--- src/rtl/display_pkg.sv ---
// Shared definitions for the display scheduler: FSM states, source indices
// and the width of one displayed number.
package display_pkg;

    typedef enum logic [2:0] {
        IDLE  = 3'd0,
        SHOW0 = 3'd1,
        SHOW1 = 3'd2,
        ALARM = 3'd3,
        OFF   = 3'd4
    } disp_state_e;

    localparam int SRC_TEMP  = 0;
    localparam int SRC_SET   = 1;
    localparam int SRC_ALARM = 2;
    localparam int NUM_SRC   = 3;
    localparam int DIGIT_W   = 16;

endpackage

--- src/rtl/scan_divider.sv ---
// Scan clock generator: free-running count 0..SCAN_DIV-1, a 50% duty scan
// clock and a one-cycle tick in the last cycle of each period.
module scan_divider #(
    parameter int SCAN_DIV = 50000
) (
    input  logic clk,
    input  logic rst_n,
    output logic disp_clk,
    output logic scan_tick
);

    localparam int CNT_W = (SCAN_DIV > 1) ? $clog2(SCAN_DIV) : 1;
    localparam logic [CNT_W-1:0] CNT_LAST = CNT_W'(SCAN_DIV - 1);
    localparam logic [CNT_W-1:0] CNT_HALF = CNT_W'(SCAN_DIV / 2);

    logic [CNT_W-1:0] count_q, count_d;
    logic             disp_clk_q, disp_clk_d;

    // disp_clk is registered so it reads 0 out of reset and stays glitch-free.
    always_comb begin
        count_d    = (count_q == CNT_LAST) ? '0 : count_q + CNT_W'(1);
        disp_clk_d = (count_q < CNT_HALF);
    end

    always_ff @(posedge clk or negedge rst_n) begin
        if (!rst_n) begin
            count_q    <= '0;
            disp_clk_q <= 1'b0;
        end else begin
            count_q    <= count_d;
            disp_clk_q <= disp_clk_d;
        end
    end

    assign disp_clk  = disp_clk_q;
    assign scan_tick = (count_q == CNT_LAST);

endmodule

--- src/rtl/disp_scheduler.sv ---
// Arbitrates the 4-digit display between temperature, setpoint and alarm.
// Every decision and every output update happens on the scan-tick edge.
module disp_scheduler
    import display_pkg::*;
#(
    parameter int SCAN_DIV    = 50000,
    parameter int DWELL_TICKS = 2000,
    parameter int BLINK_TICKS = 250
) (
    input  logic                       clk,
    input  logic                       rst_n,
    input  logic                       disp_on,
    input  logic [NUM_SRC-1:0]         req,
    input  logic [NUM_SRC*DIGIT_W-1:0] data,
    output logic [NUM_SRC-1:0]         grant,
    output logic [DIGIT_W-1:0]         disp_num,
    output logic                       disp_blank,
    output logic                       disp_clk,
    output logic                       scan_tick
);

    localparam int DW_W = (DWELL_TICKS > 1) ? $clog2(DWELL_TICKS) : 1;
    localparam int BL_W = (BLINK_TICKS > 1) ? $clog2(BLINK_TICKS) : 1;
    localparam logic [DW_W-1:0] DWELL_LAST = DW_W'(DWELL_TICKS - 1);
    localparam logic [BL_W-1:0] BLINK_LAST = BL_W'(BLINK_TICKS - 1);

    disp_state_e          state_q, state_d, next_state;
    logic [DIGIT_W-1:0]   shadow_q [NUM_SRC];
    logic [DIGIT_W-1:0]   shadow_d [NUM_SRC];
    logic [DW_W-1:0]      dwell_q, dwell_d;
    logic [BL_W-1:0]      blink_cnt_q, blink_cnt_d;
    logic                 blink_phase_q, blink_phase_d;
    logic                 resume_q, resume_d;
    logic [NUM_SRC-1:0]   grant_q, grant_d;
    logic [DIGIT_W-1:0]   disp_num_q, disp_num_d;
    logic                 disp_blank_q, disp_blank_d;
    logic                 in_show;

    scan_divider #(.SCAN_DIV(SCAN_DIV)) u_scan_divider (
        .clk       (clk),
        .rst_n     (rst_n),
        .disp_clk  (disp_clk),
        .scan_tick (scan_tick)
    );

    always_comb begin
        for (int i = 0; i < NUM_SRC; i++) begin
            shadow_d[i] = req[i] ? data[DIGIT_W*i +: DIGIT_W] : shadow_q[i];
        end
    end

    assign in_show = (state_q == SHOW0) || (state_q == SHOW1);

    always_comb begin
        next_state = IDLE;
        if (!disp_on) begin
            next_state = OFF;
        end else if (req[SRC_ALARM]) begin
            next_state = ALARM;
        end else if (req[SRC_TEMP] && req[SRC_SET]) begin
            // Rotation: keep the current source until its dwell expires;
            // otherwise pick up where the last normal source left off.
            if (in_show) begin
                if (dwell_q == DWELL_LAST) begin
                    next_state = (state_q == SHOW0) ? SHOW1 : SHOW0;
                end else begin
                    next_state = state_q;
                end
            end else begin
                next_state = resume_q ? SHOW1 : SHOW0;
            end
        end else if (req[SRC_TEMP]) begin
            next_state = SHOW0;
        end else if (req[SRC_SET]) begin
            next_state = SHOW1;
        end
    end

    always_comb begin
        state_d       = state_q;
        dwell_d       = dwell_q;
        blink_cnt_d   = blink_cnt_q;
        blink_phase_d = blink_phase_q;
        resume_d      = resume_q;
        grant_d       = grant_q;
        disp_num_d    = disp_num_q;
        disp_blank_d  = disp_blank_q;
        if (scan_tick) begin
            state_d = next_state;
            if (next_state != state_q) begin
                dwell_d       = '0;
                blink_cnt_d   = '0;
                blink_phase_d = 1'b0;
            end else if (in_show) begin
                // Saturate so a long single-source stretch cannot wrap.
                dwell_d = (dwell_q == DWELL_LAST) ? dwell_q : dwell_q + DW_W'(1);
            end else if (state_q == ALARM) begin
                if (blink_cnt_q == BLINK_LAST) begin
                    blink_cnt_d   = '0;
                    blink_phase_d = ~blink_phase_q;
                end else begin
                    blink_cnt_d = blink_cnt_q + BL_W'(1);
                end
            end
            case (next_state)
                SHOW0: begin
                    disp_num_d   = shadow_q[SRC_TEMP];
                    disp_blank_d = 1'b0;
                    grant_d      = NUM_SRC'(1 << SRC_TEMP);
                    resume_d     = 1'b0;
                end
                SHOW1: begin
                    disp_num_d   = shadow_q[SRC_SET];
                    disp_blank_d = 1'b0;
                    grant_d      = NUM_SRC'(1 << SRC_SET);
                    resume_d     = 1'b1;
                end
                ALARM: begin
                    disp_num_d   = shadow_q[SRC_ALARM];
                    disp_blank_d = blink_phase_d;
                    grant_d      = NUM_SRC'(1 << SRC_ALARM);
                end
                default: begin
                    disp_blank_d = 1'b1;
                    grant_d      = '0;
                end
            endcase
        end
    end

    always_ff @(posedge clk or negedge rst_n) begin
        if (!rst_n) begin
            state_q       <= IDLE;
            dwell_q       <= '0;
            blink_cnt_q   <= '0;
            blink_phase_q <= 1'b0;
            resume_q      <= 1'b0;
            grant_q       <= '0;
            disp_num_q    <= '0;
            disp_blank_q  <= 1'b1;
            for (int i = 0; i < NUM_SRC; i++) shadow_q[i] <= '0;
        end else begin
            state_q       <= state_d;
            dwell_q       <= dwell_d;
            blink_cnt_q   <= blink_cnt_d;
            blink_phase_q <= blink_phase_d;
            resume_q      <= resume_d;
            grant_q       <= grant_d;
            disp_num_q    <= disp_num_d;
            disp_blank_q  <= disp_blank_d;
            for (int i = 0; i < NUM_SRC; i++) shadow_q[i] <= shadow_d[i];
        end
    end

    assign grant      = grant_q;
    assign disp_num   = disp_num_q;
    assign disp_blank = disp_blank_q;

endmodule

--- config.mk ---
export PLATFORM = sky130hd
export DESIGN_NAME = disp_scheduler
export DESIGN_NICKNAME = d
export VERILOG_FILES = /design/src/rtl/display_pkg.sv /design/src/rtl/scan_divider.sv /design/src/rtl/disp_scheduler.sv
export SDC_FILE = /design/constraint.sdc
export NUM_CORES = 1
export LEC_CHECK = 0
export ABC_CLOCK_PERIOD_IN_PS = 3350
export CORE_MARGIN = 2
export CORE_UTILIZATION = 39
export DETAILED_ROUTE_END_ITERATION = 6
export PLACE_DENSITY = 0.58
export SLEW_MARGIN = 15
export SYNTH_ARGS = -nofsm -noshare
export SYNTH_HDL_FRONTEND = slang
export SYNTH_SLANG_ARGS = --single-unit
--- constraint.sdc ---
create_clock -name clk -period 3.35 [get_ports clk]
set_input_delay 1.005 -clock clk [delete_from_list [all_inputs] [get_ports clk]]
set_output_delay 1.005 -clock clk [all_outputs]
set_load 0.01 [all_outputs]
Word level (Yosys, flattened, before mapping):

Cells that the tools add are included.

* $add $sub $neg: 3
* magnitude comparators: 1
* equal/unequal tests: 12
* muxes and demuxes: 25
* bitwise operators: 1
* reduce and logical (&&, ||, !) cells: 11

Operators with widths (number)
* $pmux W16 S3: 1
* $mux W11: 3
* $mux W8: 4
* $add A16 B1 Y16 const B: 1
* $eq A16 B16 Y1 const B: 1
* $lt A16 B15 Y1 const B: 1
* $mux W16: 1
* $mux W3: 5
* $eq A3 B2 Y1 const B: 4
* $add A11 B1 Y11 const B: 1
* $eq A11 B11 Y1 const B: 1
* $pmux W3 S3: 1
* $add A8 B1 Y8 const B: 1
* $eq A8 B8 Y1 const B: 1
* $mux W2: 4
* $eq A3 B1 Y1 const B: 2
* $reduce_and A3 Y1: 2
* $reduce_bool A2 Y1: 3
* $mux W1: 4
* $ne A2 B1 Y1 const B: 2
* $pmux W1 S2: 2
* $reduce_and A2 Y1: 2
* $ne A3 B3 Y1: 1
* $reduce_bool A3 Y1: 1
* other kinds (4): 4

* register bits after elaboration: 109
* bits of input ports: 54
* output and inout bits: 22
* word-level logic and storage cells: 66

Longest topological paths before layout:

* depth after elaboration: 10
* depth in mapped cells: 11
* depth with buffers taken out: 9

By module:

Synthesis repeated with hierarchy kept, for this count alone.

* cells, all modules: 471
* area total of the unflattened synthesis: 5152.4 µm²

Modules (own cells, without submodules)
* disp_scheduler: times used 1, cells an instance 395, area each 4341.7 µm², seq. area each 2303.5 µm²
* scan_divider: times used 1, cells an instance 76, area each 810.8 µm², seq. area each 425.4 µm²

Least setup slack after synthesis:

No wires, ideal clock.

* kind: register to output
* from: reg u_scan_divider.count_q[11]
* to: out scan_tick
* arrival: 1.755 ns
* data required time: 2.345 ns
* setup slack: 0.590 ns
* cell stages (with the launch flop): 6
* path buffers: 1
* cells stage by stage: dfrtp_1 -> or3_1 -> nor3_1 -> nand4_1 -> inv_1 -> clkbuf_1

* word-level cells in the longest chain between the ends: 1

RTL lines
* start: declaration: line scan_divider.sv:16 `logic [CNT_W-1:0] count_q, count_d;`
* start signal: assignment: line scan_divider.sv:30 `count_q <= count_d;`
* $eq A16 B16 Y1: line scan_divider.sv:36 `assign scan_tick = (count_q == CNT_LAST);`
* end: declaration: line disp_scheduler.sv:19 `output logic scan_tick`

No other way between the ends.

Final worst setup path:

Ends and elaborated chain as after synthesis.

==> results.ini <==
[run_status]
status=completed

[global_routing]
grt_pass1_vias=3985
grt_first_pass_wirelength_um=20240
grt_usage_pct=18.12
grt-ovfl-total=0
antenna_found_initial=0
grt_max_degree=70

[timing]
period_minus_slack_ns=3.173
fin_tns_setup_ns=0
period_share_pct=94.72
timing.fmax_mhz=315.2
finalHoldViolations=0
slew_headroom_pct=39.91
setup_slack_ns=0.1770
worst_pin_slew_ns=0.9013
finalSetupViolCount=0
skew_ns=0.009076
slew_violations=0
grt_setup_unrepaired=false

[worst_setup_path]
crit_type=reg2out
cp_slowest_cell=clkdlybuf4s50_1
worst_setup_path_end_kind=output pin
timing.critical_path.depth=5
path_cells=or3_1 > nor3_1 > nand4_1 > inv_1 > clkdlybuf4s50_1
crit_path_max_incr_delay_ns=0.54
path_buf_inv=2
worstPathRequired_ns=2.34
reg2reg_depth=9
path_max_fanout=3
worstPathArrival_ns=2.17
start_kind=flip-flop
path_delay_family=simple AND/OR/NAND/NOR gates

[clock_tree]
cts_root_buf=clkbuf_16
clk_pin_slew_ns=0.07
postCtsSetupBuffers=0
cts_inserted_buffers=9
clock_path_buffers=2
clk_latency_ns=0.35
hold_buffers=0
cts_tree=yes
htree_levels=3
cts_resized=0
cts.sink_count=109

[drt]
vias=3907
first_pass_iters=4
drc_errors=0
wl_per_cell_um=16.39
via_per_inst=5.316
wirelength_um=12050
ant_nets=0
drtIter0Drc=236

[synthesis]
ys_ff_latch=109
synth_async_sr_flop_share_pct=100.0
syn_area_um2=5161
synth_nets=534
yosysSeqAreaShare_pct=52.87
synth_edf_count=0
ys.flop_type=dfrtp_1
synth_cells=476
avgSynthCellArea_um2=10.84
synth_cell_types=53
ys_warn_count=0

[hold_path]
hold_path_depth=1
worstHoldPathType=reg2reg

[placed_design]
hpwl_um=8416
place_ws_ns=0.004222
post-place-cells=719
gp_congestion=0.8655
portBuffers=75

[cells_and_area]
final_cells=735
fin_nets=612
drive_gt1_share_pct=16.28
fillCellCount=1215
syn2layout_area_growth_pct=25.45
diodes=0
final_core_util_pct=49.48

[pwr]
ir_drop_v=0.0002903
power.leakage_nw=2.849
power.density_nw_per_um2=425.7

[die]
fp-row-count=42
die_w_um=119.0
floorplan.die.height_um=119.0
dieArea_um2=14170
coreArea_um2=13090
start_util_pct=39.44
pin_count=76

[run]
maxCapViolations=0

[sequential cells by signal (all words and copies together) (netlist names)]
signal and count:
blink_phase_q 1, dwell_q 11, grant 3, blink_cnt_q 8
state_q 3, u_scan_divider.count_q 16, resume_q 1, shadow_q 48
disp_blank 1, disp_num 16, u_scan_divider.disp_clk 1
[logic make-up (layout without fill, tap and decap cells)]
group / count (synthesis) / in the layout / share of synthesized area, %
mux: 49 / 49 / 10.67
compound gates: 93 / 93 / 12.68
buf+inv: 33 / 116 / 2.909
xor+xnor: 17 / 17 / 2.885
fa+ha+maj: 4 / 4 / 0.9697
simple gates: 171 / 171 / 17.02
flops: 109 / 109 / 52.87
[layout make-up]
| cell class | instances | area (um^2) | area share (%) |
|---|---|---|---|
| Tap cell | 176 | 220.2 | 3.401 |
| Multi-Input combinational cell | 334 | 2300 | 35.52 |
| Inverter | 7 | 26.28 | 0.4058 |
| Clock buffer | 10 | 229.0 | 3.536 |
| Sequential cell | 109 | 2729 | 42.14 |
| Timing Repair Buffer | 93 | 908.4 | 14.03 |
| Clock inverter | 6 | 62.56 | 0.9662 |
[power by group]
part | internal, mW | switching, mW
Sequential | 1.38 | 0.0370
Clock | 0.580 | 0.479
Combinational | 0.149 | 0.127
[metrics by stage]
stage          hold slack (ns)  power [mW]  instance area (um^2)
2_1_floorplan           0.4479       1.572                  5161
3_3_place_gp            0.4602       1.721                  6183
3_5_place_dp            0.4648       1.727                  6183
4_1_cts                 0.4812       2.800                  6475
5_1_grt                 0.4982       2.885                  6475
6_report                0.4749       2.756                  6475
[final timing paths]
path                                                  from                          to  slack, ns
min in group asynchronous                            rst_n  u_scan_divider.count_q[14]       0.78
max in group asynchronous                            rst_n                shadow_q[15]       1.87
worst max-delay path            u_scan_divider.count_q[11]                   scan_tick       0.18
worst min register to register                disp_num[12]                disp_num[12]       0.47
worst max register to register                  dwell_q[0]                  dwell_q[5]       0.63
worst min-delay path                          disp_num[12]                disp_num[12]       0.47
[synth_stat cells, types with 3 or more instances]
cell | count | area (um^2)
xnor2_1 | 9 | 78.83
o31ai_1 | 12 | 90.09
inv_1 | 7 | 26.28
nand2_1 | 51 | 191.4
ha_1 | 4 | 50.05
dfrtp_1 | 108 | 2703
nor3b_1 | 4 | 30.03
clkbuf_1 | 15 | 56.30
o21ai_0 | 22 | 110.1
o21ai_1 | 3 | 15.01
nand3b_1 | 6 | 45.04
buf_2 | 3 | 15.01
nand4_1 | 5 | 31.28
a21o_1 | 16 | 120.1
buf_1 | 4 | 15.01
a311oi_1 | 16 | 140.1
nor3_1 | 3 | 15.01
and3_1 | 8 | 50.05
mux2_2 | 48 | 540.5
a31oi_1 | 4 | 25.02
nand3_1 | 41 | 205.2
nor2b_1 | 3 | 18.77
xor2_1 | 8 | 70.07
nor2_1 | 32 | 120.1
a21oi_1 | 6 | 30.03
[layer usage]
metal | wire length (um) | track usage [%] | part of all wire, % | up-vias
met5 | 0 | 0 | 0 | -
met4 | 140 | 4.688 | 1.2 | 0
met3 | 543 | 4.741 | 4.5 | 9
met2 | 5711 | 29.06 | 47 | 79
met1 | 5651 | 24.45 | 47 | 1930
li1 | - | - | - | 1889
[layout by cell type, fill, tap and decap left out, types with 8 or more instances in the layout]
master             n
dfrtp_1          108
clkdlybuf4s50_1   74
nand2_1           51
mux2_2            48
nand3_1           41
nor2_1            32
o21ai_0           22
buf_4             17
a311oi_1          16
a21o_1            16
o31ai_1           12
xnor2_1            9
clkbuf_16          9
and3_1             8
xor2_1             8
Power figures use the tool's default switching activity.
